### config.mk
export PLATFORM = sky130hd
export DESIGN_NAME = axis_burst_packer_flat
export DESIGN_NICKNAME = d
export VERILOG_FILES = /design/src/rtl/axis_burst_packer_if.sv /design/src/rtl/axis_burst_packer.sv /design/src/flat_wrapper.sv
export SDC_FILE = /design/constraint.sdc
export NUM_CORES = 1
export LEC_CHECK = 0
export CORE_MARGIN = 3
export CORE_UTILIZATION = 40
export CTS_BUF_LIST = sky130_fd_sc_hd__clkbuf_16
export DETAILED_ROUTE_END_ITERATION = 12
export MAX_ROUTING_LAYER = met4
export PLACE_DENSITY_LB_ADDON = 0.3
export SYNTH_ARGS = -nofsm -noshare
export SYNTH_HDL_FRONTEND = slang
export SYNTH_SLANG_ARGS = --single-unit
### constraint.sdc
create_clock -name clk -period 4.7 [get_ports clk]
set_input_delay 0.705 -clock clk [delete_from_list [all_inputs] [get_ports clk]]
set_output_delay 0.705 -clock clk [all_outputs]
set_load 0.03 [all_outputs]
### src/rtl/axis_burst_packer_if.sv
// AXI-Stream style link used on both sides of the burst packer.
// Width is set per instance: wide beats upstream, one channel word downstream.
interface axis_burst_packer_if #(
  parameter int DATA_W = 32
);
  logic              tvalid;
  logic              tready;
  logic [DATA_W-1:0] tdata;
  logic              tlast;

  // A word moves on a rising clk edge where tvalid and tready are both high;
  // the master keeps tdata/tlast stable while tvalid is high and tready is low.
  modport master (output tvalid, output tdata, output tlast, input tready);
  modport slave  (input tvalid, input tdata, input tlast, output tready);
endinterface

### src/rtl/axis_burst_packer.sv
// Packs one peak burst of wide multi-channel beats into a framed word stream:
// sync, sequence/length, timestamp, serialized channel words, then a trailer.
module axis_burst_packer #(
  parameter int          NUM_CHANNELS  = 4,
  parameter int          CHANNEL_WIDTH = 32,
  parameter int          BURST_LENGTH  = 32,
  parameter logic [31:0] SYNC_WORD     = 32'hA55A0F0F
) (
  input  logic                  clk,
  input  logic                  rst_n,
  axis_burst_packer_if.slave    s_axis,
  axis_burst_packer_if.master   m_axis,
  output logic [2:0]            dbg_state
);

  localparam int                BEAT_W     = NUM_CHANNELS * CHANNEL_WIDTH;
  localparam int                IDX_W      = (NUM_CHANNELS > 1) ? $clog2(NUM_CHANNELS) : 1;
  localparam logic [15:0]       BURST_LEN  = 16'(BURST_LENGTH);
  localparam logic [15:0]       BURST_LAST = 16'(BURST_LENGTH - 1);
  localparam logic [IDX_W-1:0]  CHAN_LAST  = IDX_W'(NUM_CHANNELS - 1);

  typedef enum logic [2:0] {
    IDLE     = 3'd0,
    HDR_SYNC = 3'd1,
    HDR_SEQ  = 3'd2,
    HDR_TS   = 3'd3,
    PAYLOAD  = 3'd4,
    TRAILER  = 3'd5
  } state_t;

  state_t                   state;
  state_t                   state_next;
  logic [31:0]              ts;
  logic [31:0]              ts_lat;
  logic [15:0]              seq;
  logic [15:0]              beat_cnt;
  logic [IDX_W-1:0]         chan_idx;
  logic [BEAT_W-1:0]        hold_reg;
  logic                     hold_valid;
  logic                     hold_last;
  logic                     flag_early;
  logic                     flag_forced;
  logic                     s_frame;
  logic                     m_frame;
  logic [CHANNEL_WIDTH-1:0] chan_word [NUM_CHANNELS];

  for (genvar c = 0; c < NUM_CHANNELS; c++) begin : g_chan
    assign chan_word[c] = hold_reg[c*CHANNEL_WIDTH +: CHANNEL_WIDTH];
  end

  assign s_frame   = s_axis.tvalid & s_axis.tready;
  assign m_frame   = m_axis.tvalid & m_axis.tready;
  assign dbg_state = state;

  always_ff @(posedge clk) begin
    if (!rst_n) begin
      state <= IDLE;
    end else begin
      state <= state_next;
    end
  end

  always_comb begin
    state_next    = state;
    s_axis.tready = 1'b0;
    m_axis.tvalid = 1'b0;
    m_axis.tdata  = '0;
    m_axis.tlast  = 1'b0;
    case (state)
      // The beat that wakes us stays pending until PAYLOAD accepts it.
      IDLE: begin
        if (s_axis.tvalid) state_next = HDR_SYNC;
      end
      HDR_SYNC: begin
        m_axis.tvalid = 1'b1;
        m_axis.tdata  = CHANNEL_WIDTH'(SYNC_WORD);
        if (m_axis.tready) state_next = HDR_SEQ;
      end
      HDR_SEQ: begin
        m_axis.tvalid = 1'b1;
        m_axis.tdata  = CHANNEL_WIDTH'({seq, BURST_LEN});
        if (m_axis.tready) state_next = HDR_TS;
      end
      HDR_TS: begin
        m_axis.tvalid = 1'b1;
        m_axis.tdata  = CHANNEL_WIDTH'(ts_lat);
        if (m_axis.tready) state_next = PAYLOAD;
      end
      // Single holding register: accept only when empty, which costs one
      // bubble per beat but keeps the output word trivially stable.
      PAYLOAD: begin
        s_axis.tready = ~hold_valid;
        m_axis.tvalid = hold_valid;
        m_axis.tdata  = hold_valid ? chan_word[chan_idx] : '0;
        if (hold_valid && m_axis.tready && (chan_idx == CHAN_LAST) && hold_last) begin
          state_next = TRAILER;
        end
      end
      TRAILER: begin
        m_axis.tvalid = 1'b1;
        m_axis.tlast  = 1'b1;
        m_axis.tdata  = CHANNEL_WIDTH'({flag_early, flag_forced, 14'b0, beat_cnt});
        if (m_axis.tready) state_next = IDLE;
      end
      default: state_next = IDLE;
    endcase
  end

  always_ff @(posedge clk) begin
    if (!rst_n) begin
      ts          <= '0;
      ts_lat      <= '0;
      seq         <= '0;
      beat_cnt    <= '0;
      chan_idx    <= '0;
      hold_reg    <= '0;
      hold_valid  <= 1'b0;
      hold_last   <= 1'b0;
      flag_early  <= 1'b0;
      flag_forced <= 1'b0;
    end else begin
      ts <= ts + 32'd1;

      if (state == IDLE && s_axis.tvalid) ts_lat <= ts;

      if (state == PAYLOAD) begin
        if (s_frame) begin
          hold_reg   <= BEAT_W'(s_axis.tdata);
          hold_last  <= s_axis.tlast | (beat_cnt == BURST_LAST);
          hold_valid <= 1'b1;
          beat_cnt   <= beat_cnt + 16'd1;
          if (s_axis.tlast && (beat_cnt < BURST_LAST)) flag_early <= 1'b1;
          // Burst cut at the maximum length; the rest of it becomes a new packet.
          if (!s_axis.tlast && (beat_cnt == BURST_LAST)) flag_forced <= 1'b1;
        end
        if (m_frame) begin
          if (chan_idx == CHAN_LAST) begin
            chan_idx   <= '0;
            hold_valid <= 1'b0;
          end else begin
            chan_idx <= chan_idx + 1'b1;
          end
        end
      end

      if (state == TRAILER && m_frame) begin
        seq         <= seq + 16'd1;
        beat_cnt    <= '0;
        flag_early  <= 1'b0;
        flag_forced <= 1'b0;
      end
    end
  end

  a_out_stable: assert property (@(posedge clk) disable iff (!rst_n)
    (m_axis.tvalid && !m_axis.tready) |=> (m_axis.tvalid && $stable(m_axis.tdata)));

  a_last_valid: assert property (@(posedge clk) disable iff (!rst_n)
    m_axis.tlast |-> m_axis.tvalid);

endmodule

### src/flat_wrapper.sv
// flat-port wrapper written by rule: the top's interface ports become plain ports
module axis_burst_packer_flat 
#(
  parameter int          NUM_CHANNELS  = 4,
  parameter int          CHANNEL_WIDTH = 32,
  parameter int          BURST_LENGTH  = 32,
  parameter logic [31:0] SYNC_WORD     = 32'hA55A0F0F
)
  (clk, rst_n, dbg_state, s_axis_tvalid, s_axis_tdata, s_axis_tlast, s_axis_tready, m_axis_tvalid, m_axis_tdata, m_axis_tlast, m_axis_tready);
  axis_burst_packer_if #(.DATA_W((4)*(32))) s_axis_i ();
  axis_burst_packer_if #(.DATA_W((32))) m_axis_i ();
  input  logic clk;
  input  logic rst_n;
  output logic [2:0] dbg_state;
  input wire logic [$bits(s_axis_i.tvalid)-1:0] s_axis_tvalid;
  input wire logic [$bits(s_axis_i.tdata)-1:0] s_axis_tdata;
  input wire logic [$bits(s_axis_i.tlast)-1:0] s_axis_tlast;
  output wire logic [$bits(s_axis_i.tready)-1:0] s_axis_tready;
  output wire logic [$bits(m_axis_i.tvalid)-1:0] m_axis_tvalid;
  output wire logic [$bits(m_axis_i.tdata)-1:0] m_axis_tdata;
  output wire logic [$bits(m_axis_i.tlast)-1:0] m_axis_tlast;
  input wire logic [$bits(m_axis_i.tready)-1:0] m_axis_tready;
  assign s_axis_i.tvalid = s_axis_tvalid;
  assign s_axis_i.tdata = s_axis_tdata;
  assign s_axis_i.tlast = s_axis_tlast;
  assign s_axis_tready = s_axis_i.tready;
  assign m_axis_tvalid = m_axis_i.tvalid;
  assign m_axis_tdata = m_axis_i.tdata;
  assign m_axis_tlast = m_axis_i.tlast;
  assign m_axis_i.tready = m_axis_tready;
  axis_burst_packer #(.NUM_CHANNELS(NUM_CHANNELS), .CHANNEL_WIDTH(CHANNEL_WIDTH), .BURST_LENGTH(BURST_LENGTH), .SYNC_WORD(SYNC_WORD)) u_core (.clk(clk), .rst_n(rst_n), .s_axis(s_axis_i), .m_axis(m_axis_i), .dbg_state(dbg_state));
endmodule
==> reports/results.tsv, run 1 <==
stage	metric	value	unit
job	max_cap viols	0	
grt	vias in the first global route	8716	
worst_hold_path	Hold Crit Start	u_core.hold_reg[26]$_SDFFE_PN0P_	
die	Die ar.	0.0276	mm^2
sta	Fin Setup TNS	0	ns
critical_path	worst-path cell chain	buf_4 > mux4_2 > a222oi_1 > inv_1 > clkdlybuf4s50_1	
final_layout	Area Growth Syn to Fin	25.2	%
sta	Slew Limit Fails	0	
grt	GRT overflow	0	
critical_path	Worst setup SP type	flip-flop	
grt	first-pass GRT wire length	46700	um
worst_hold_path	Hold Path End	u_core.hold_reg[26]$_SDFFE_PN0P_	
status	status	complete, no violations	
drt	DR top layer	met4	
die	Placeable Area	0.0247	mm^2
critical_path	WP data required	3.99	ns
synthesis	net count after synthesis	1387	
clocking	H-tree depth	1	
drt	Final ANT Viol Nets	0	
critical_path	Worst path max stage delay	0.88	ns
drt	metal3 WL	2200	um
final_layout	most frequent cells in the layout	nand2_1, dfxtp_1, a21oi_1	
synthesis	flops & latches, synth	233	
sta	Setup Skew	0.0164	ns
drt	# DRC	0	
place	GP Congestion	0.896	
place	HPWL after DPL	20400	um
grt	initial antenna violation count	1	
die	Die Span Y	166	um
die	I/O Pins	171	
sta	fin crit period	3.95	ns
grt	total track usage	20.8	%
sta	period utilisation layout	84.1	%
worst_hold_path	hold path depth	2	
drt	vias	9250	
synthesis	Synth Area per Inst	8.21	um^2
drt	1st-pass router iterations	10	
drt	final WL	29000	um
synthesis	Syn Inst Count	1250	
synthesis	Yosys Warn Count	0	
synthesis	Unique masters post-synth	49	
power	peak supply drop	0.202	mV
die	std cell rows	57	
drt	Via density	5.44	
synthesis	Post-synth EDFFs	0	
die	Die Span X	166	um
critical_path	reg2reg start	u_core.dbg_state[2]$_SDFFE_PN0P_	
synthesis	Synth Flop Type	dfxtp_1	
sta	Hold Slack	0.452	ns
drt	per-cell routed wire length	17.1	um
power	Pleak	4.19	nW
sta	headroom to the max-slew limit	32.9	%
clocking	PostCTS Resize Cnt	0	
drt	initial DRC count	810	
critical_path	Top delay family on crit path	buffers and inverters	
sta	final-report hold violation count	0	
clocking	clk buf depth	3	
final_layout	most common cell after layout, fill and taps aside	nand2_1	
clocking	post-CTS setup buffer count	0	
worst_hold_path	Hold WC Path Type	reg2reg	
critical_path	crit path max fanout	28	
drt	wire length on met2	12500	um
clocking	clock slew at reported path FFs	0.06	ns
clocking	clk sinks	233	
final_layout	max FFs per register	128	
clocking	later-pin clock latency in the skew report	0.52	ns
critical_path	R2R cell count	7	
critical_path	Buf/Inv on CP	3	
final_layout	layout cells sized above 1	6.04	%
die	Initial Util	41.5	%
critical_path	critical path endpoint category	primary output	
clocking	CTS tree	done	
synthesis	share of synthesized flip-flops with an asynchronous set or reset	0	%
critical_path	WS Path Type	reg2out	
clocking	hold_buf cts	0	
grt	largest net degree at the start of global routing	132	
sta	RSZ-0062 raised after global routing	false	
place	PortBufs	170	
critical_path	WP data arrival	3.25	ns
sta	Setup Viol. Count Final	0	
critical_path	critical path's slowest cell	dfxtp_2	
sta	Fmax achieved	253	MHz
synthesis	sequential share of the synthesized area	45.5	%
critical_path	RR Endpoint	u_core.beat_cnt[0]$_SDFFE_PP0P_	
sta	Worst Tran Pin Value	1.01	ns
power	pwr dens	337	mW/mm^2
drt	detailed-routing wirelength on met1	13800	um
clocking	CTS Buf Count	25	
critical_path	Reg2Reg Setup Slack	1.51	ns
clocking	Root Buffer	clkbuf_16	
synthesis	synthesized cell area	0.0103	mm^2
final_layout	nets	1499	
-- cells in the mapped netlist, types with 11 or more instances --
cell type / number / share of area [%]
mux4_2: 32 / 7.0
or4_1: 14 / 1.0
nand2_1: 353 / 13
a21oi_1: 197 / 9.6
nand4_1: 21 / 1.3
buf_2: 11 / 0.54
xor2_1: 13 / 1.1
inv_1: 31 / 1.1
or3_1: 15 / 0.91
nand3_1: 25 / 1.2
a222oi_1: 15 / 1.5
dfxtp_1: 233 / 45
nor2_1: 37 / 1.4
and3_1: 12 / 0.73
o21ai_0: 23 / 1.1
xnor2_1: 18 / 1.5
clkbuf_1: 78 / 2.9
nand2b_1: 11 / 0.67
-- cell families after synthesis --
group                      after synthesis  synth area share (%)
AOI/OAI and AO/OA                      284                  15.9
xor gates and xnor gates                31                  2.65
adders and majority gates                4                 0.488
buffers and inverters                  128                  4.85
DFF                                    233                  45.5
muxes                                   35                  7.33
and+or+nand+nor                        535                  23.3
-- how the worst max path moves through the flow --
stage                                               start               end  slack [ns]  cells after the start
after CTS                 u_core.chan_idx[0]$_SDFFE_PN0P_  m_axis_tdata[28]        0.70                      5
after detailed placement  u_core.chan_idx[0]$_SDFFE_PN0P_  m_axis_tdata[28]        1.24                      5
after global placement    u_core.chan_idx[0]$_SDFFE_PN0P_  m_axis_tdata[21]        1.29                      5
after global routing      u_core.chan_idx[0]$_SDFFE_PN0P_  m_axis_tdata[28]        0.49                      5
final                     u_core.chan_idx[0]$_SDFFE_PN0P_  m_axis_tdata[28]        0.75                      5
after floorplan           u_core.chan_idx[1]$_SDFFE_PN0P_  m_axis_tdata[15]        1.82                      6
-- final cells by class --
class                      count  area [um^2]
sequential                   233         4670
timing repair buffer         181         1810
clock inverter                15         86.3
tap                          324          405
multi-input combinational    889         5130
clock buffer                  25          626
antenna                        1         2.50
inverter                      32          125
fill                        2307        11900
-- power breakdown --
| part | total [mW] | leakage, nW | internal [mW] | switching (mW) |
|---|---|---|---|---|
| Sequential | 2.01 | 1.88 | 1.99 | 0.0187 |
| Combinational | 0.561 | 1.95 | 0.244 | 0.317 |
| Clock | 1.76 | 0.366 | 1.00 | 0.758 |
| Total | 4.33 | 4.19 | 3.24 | 1.09 |
-- through the flow --
step	cell area (um^2)	setup WS [ns]	instances	utilization (%)	power, mW
finish	12900	0.749	1700	51.9	4.33
global route	12900	0.487	1700	51.9	4.49
CTS	12800	0.703	1699	51.9	4.37
detailed placement	12100	1.24	1659	49.0	2.62
global placement	12100	1.29	1659	49.0	2.62
floorplan	10300	1.82	1250	-	2.33
-- routing by layer --
metal,track usage (%),up-vias
met5,-,-
met4,4.16,0
met3,4.43,35
met2,30.2,286
met1,30.2,4356
li1,-,4573
-- worst min-delay path: cells and delay by family, from the launching register on --
| family | cells | cell delay [ns] |
|---|---|---|
| AOI/OAI and AO/OA | 1 | 0.05 |
| DFF | 1 | 0.30 |
| and+or+nand+nor | 1 | 0.05 |
No activity file was read; power rests on OpenSTA's default activity.
==> inputs of run 2 (changes only) <==
==> constraint.sdc (replaced) <==
create_clock -name clk -period 3.3 [get_ports clk]
set_input_delay 0.495 -clock clk [delete_from_list [all_inputs] [get_ports clk]]
set_output_delay 0.495 -clock clk [all_outputs]
set_load 0.03 [all_outputs]
==> reports/results.tsv, run 2 (synthesis results as in run 1) <==
stage	metric	value	unit	change
sta	Final Worst Setup Slack	0.134	ns	was 0.749 ns
die	Die ar.	0.0276	mm^2	unchanged
sta	Fmax achieved	316	MHz	
die	std cell rows	57		unchanged
critical_path	worst-path cell chain	or4b_1 > inv_2 > clkdlybuf4s50_1		was buf_4 > mux4_2 > a222oi_1 > inv_1 > clkdlybuf4s50_1
final_layout	fin cells	1723		was 1700
clocking	CTS tree	done		unchanged
clocking	H-tree depth	1		unchanged
drt	Final ANT Viol Nets	0		unchanged
clocking	hold_buf cts	0		unchanged
sta	RSZ-0062 raised after global routing	false		unchanged
critical_path	WS Path Type	reg2out		unchanged
grt	vias in the first global route	9018		was 8716
job	max_cap viols	0		unchanged
grt	GRT overflow	0		unchanged
drt	# DRC	0		unchanged
grt	first-pass GRT wire length	47700	um	was 46700 um
critical_path	WP data arrival	2.67	ns	was 3.25 ns
sta	fin crit period	3.17	ns	
sta	Worst Tran Pin Value	0.731	ns	was 1.01 ns
critical_path	crit path max fanout	15		was 28
place	HPWL after DPL	20900	um	was 20400 um
power	Net Sw Power	1.66	mW	was 1.09 mW
power	peak supply drop	0.356	mV	was 0.202 mV
sta	Slew Limit Fails	0		unchanged
power	pwr dens	510	mW/mm^2	was 337 mW/mm^2
drt	1st-pass router iterations	7		was 10
clocking	clk buf depth	3		unchanged
die	Die Span X	166	um	unchanged
sta	Setup Viol. Count Final	0		unchanged
die	I/O Pins	171		unchanged
power	Pint	5.19	mW	was 3.24 mW
drt	final WL	29500	um	was 29000 um
sta	Fin Setup TNS	0	ns	unchanged
final_layout	layout cells sized above 1	10.0	%	was 6.04%
grt	largest net degree at the start of global routing	73		was 132
grt	total track usage	21.2	%	was 20.8%
die	Placeable Area	0.0247	mm^2	unchanged
sta	final-report hold violation count	0		unchanged
clocking	CTS Buf Count	25		unchanged
power	Comb power frac	13.1	%	was 13.0%
clocking	PostCTS Resize Cnt	1		was 0
clocking	post-CTS setup buffer count	0		unchanged
drt	initial DRC count	775		was 810
power	Pleak	4.51	nW	was 4.19 nW
status	status	complete, no violations		unchanged
critical_path	WP data required	2.80	ns	was 3.99 ns
critical_path	critical path endpoint category	primary output		unchanged
final_layout	most common cell after layout, fill and taps aside	nand2_1		unchanged
critical_path	Worst path max stage delay	0.72	ns	was 0.88 ns
sta	headroom to the max-slew limit	51.1	%	was 32.9%
final_layout	most frequent cells in the layout	nand2_1, dfxtp_1, a21oi_1		unchanged
place	GP Congestion	0.897		was 0.896
place	dpl cells	1676		was 1659
clocking	clk sinks	233		unchanged
critical_path	Buf/Inv on CP	2		was 3
final_layout	max FFs per register	128		unchanged
sta	Setup Skew	0.00648	ns	was 0.0164 ns
sta	period utilisation layout	95.9	%	
final_layout	Area Growth Syn to Fin	30.8	%	was 25.2%
power	Power, Total	6.85	mW	was 4.33 mW
critical_path	Top delay family on crit path	buffers and inverters		unchanged
drt	vias	9411		was 9250
power	Clk pwr share	45.1	%	was 40.7%
final_layout	nets	1516		was 1499
drt	per-cell routed wire length	17.1	um	about the same
place	PortBufs	170		unchanged
critical_path	critical path's slowest cell	or4b_1		was dfxtp_2
clocking	clock slew at reported path FFs	0.06	ns	about the same
die	Initial Util	41.5	%	unchanged
critical_path	Worst setup SP type	flip-flop		unchanged
grt	initial antenna violation count	2		was 1
drt	Via density	5.46		was 5.44
worst_hold_path	Hold WC Path Type	reg2reg		unchanged
sta	Hold Slack	0.450	ns	was 0.452 ns
power	share of power burned in registers	41.8	%	was 46.4%
place	worst slack, placed	0.568	ns	was 1.24 ns
power	switch share	24.3	%	was 25.3%
die	Die Span Y	166	um	unchanged
clocking	Root Buffer	clkbuf_16		unchanged
clocking	later-pin clock latency in the skew report	0.53	ns	was 0.52 ns
[run 2: cell count changes in the layout (fill, tap and decap cells not counted), moves of 4 or more]
cell,before,now
buf_4,9,32
clkdlybuf4s50_1,170,138
clkinv_1,7,3
buf_12,2,28
bufinv_16,1,7
[run 2: worst min-delay path, stage by stage (launching register included)]
cell and delay [ns]:
dfxtp_1 0.31, nand2_1 0.05, a21oi_1 0.05
[run 2: final timing paths]
check | startpoint | to | slack [ns] | cells after the start
min reg2reg | u_core.hold_reg[93]$_SDFFE_PN0P_ | u_core.hold_reg[93]$_SDFFE_PN0P_ | 0.45 | 2
max reg2reg | u_core.dbg_state[0]$_SDFFE_PN0P_ | u_core.beat_cnt[14]$_SDFFE_PP0P_ | 0.74 | 5
max | u_core.dbg_state[0]$_SDFFE_PN0P_ | s_axis_tready | 0.13 | 3
min | u_core.hold_reg[93]$_SDFFE_PN0P_ | u_core.hold_reg[93]$_SDFFE_PN0P_ | 0.45 | 2
[run 2: routing by layer]
metal	global-route usage, %	part of all wire (%)	up-vias
met2	32.3	45	268
met3	4.17	6.6	46
met1	29.4	46	4493
met5	-	0	-
met4	5.03	2.3	0
li1	-	-	4604
[run 2: power by group through the flow]
stage | Sequential, mW | Clock (mW) | Combinational (mW)
after detailed placement | 2.93 | 0 | 0.899
after CTS | 2.87 | 3.13 | 0.902
after global placement | 2.93 | 0 | 0.900
final | 2.87 | 3.09 | 0.898
after floorplan | 2.92 | 0 | 0.404
after global routing | 2.87 | 3.26 | 0.948
[run 2: layout make-up]
class / count / area (um^2)
fill: 2242 / 11300
multi-input combinational: 889 / 5130
sequential: 233 / 4670
timing repair buffer: 198 / 2180
clock buffer: 25 / 626
tap: 324 / 405
clock inverter: 20 / 283
inverter: 32 / 125
antenna: 2 / 5.00
[run 2: per-stage QoR]
| step | instance area, um^2 | util, % |
|---|---|---|
| floorplan | 10300 | - |
| global placement | 12500 | 50.6 |
| detailed placement | 12500 | 50.6 |
| CTS | 13400 | 54.2 |
| global route | 13400 | 54.3 |
| finish | 13400 | 54.3 |
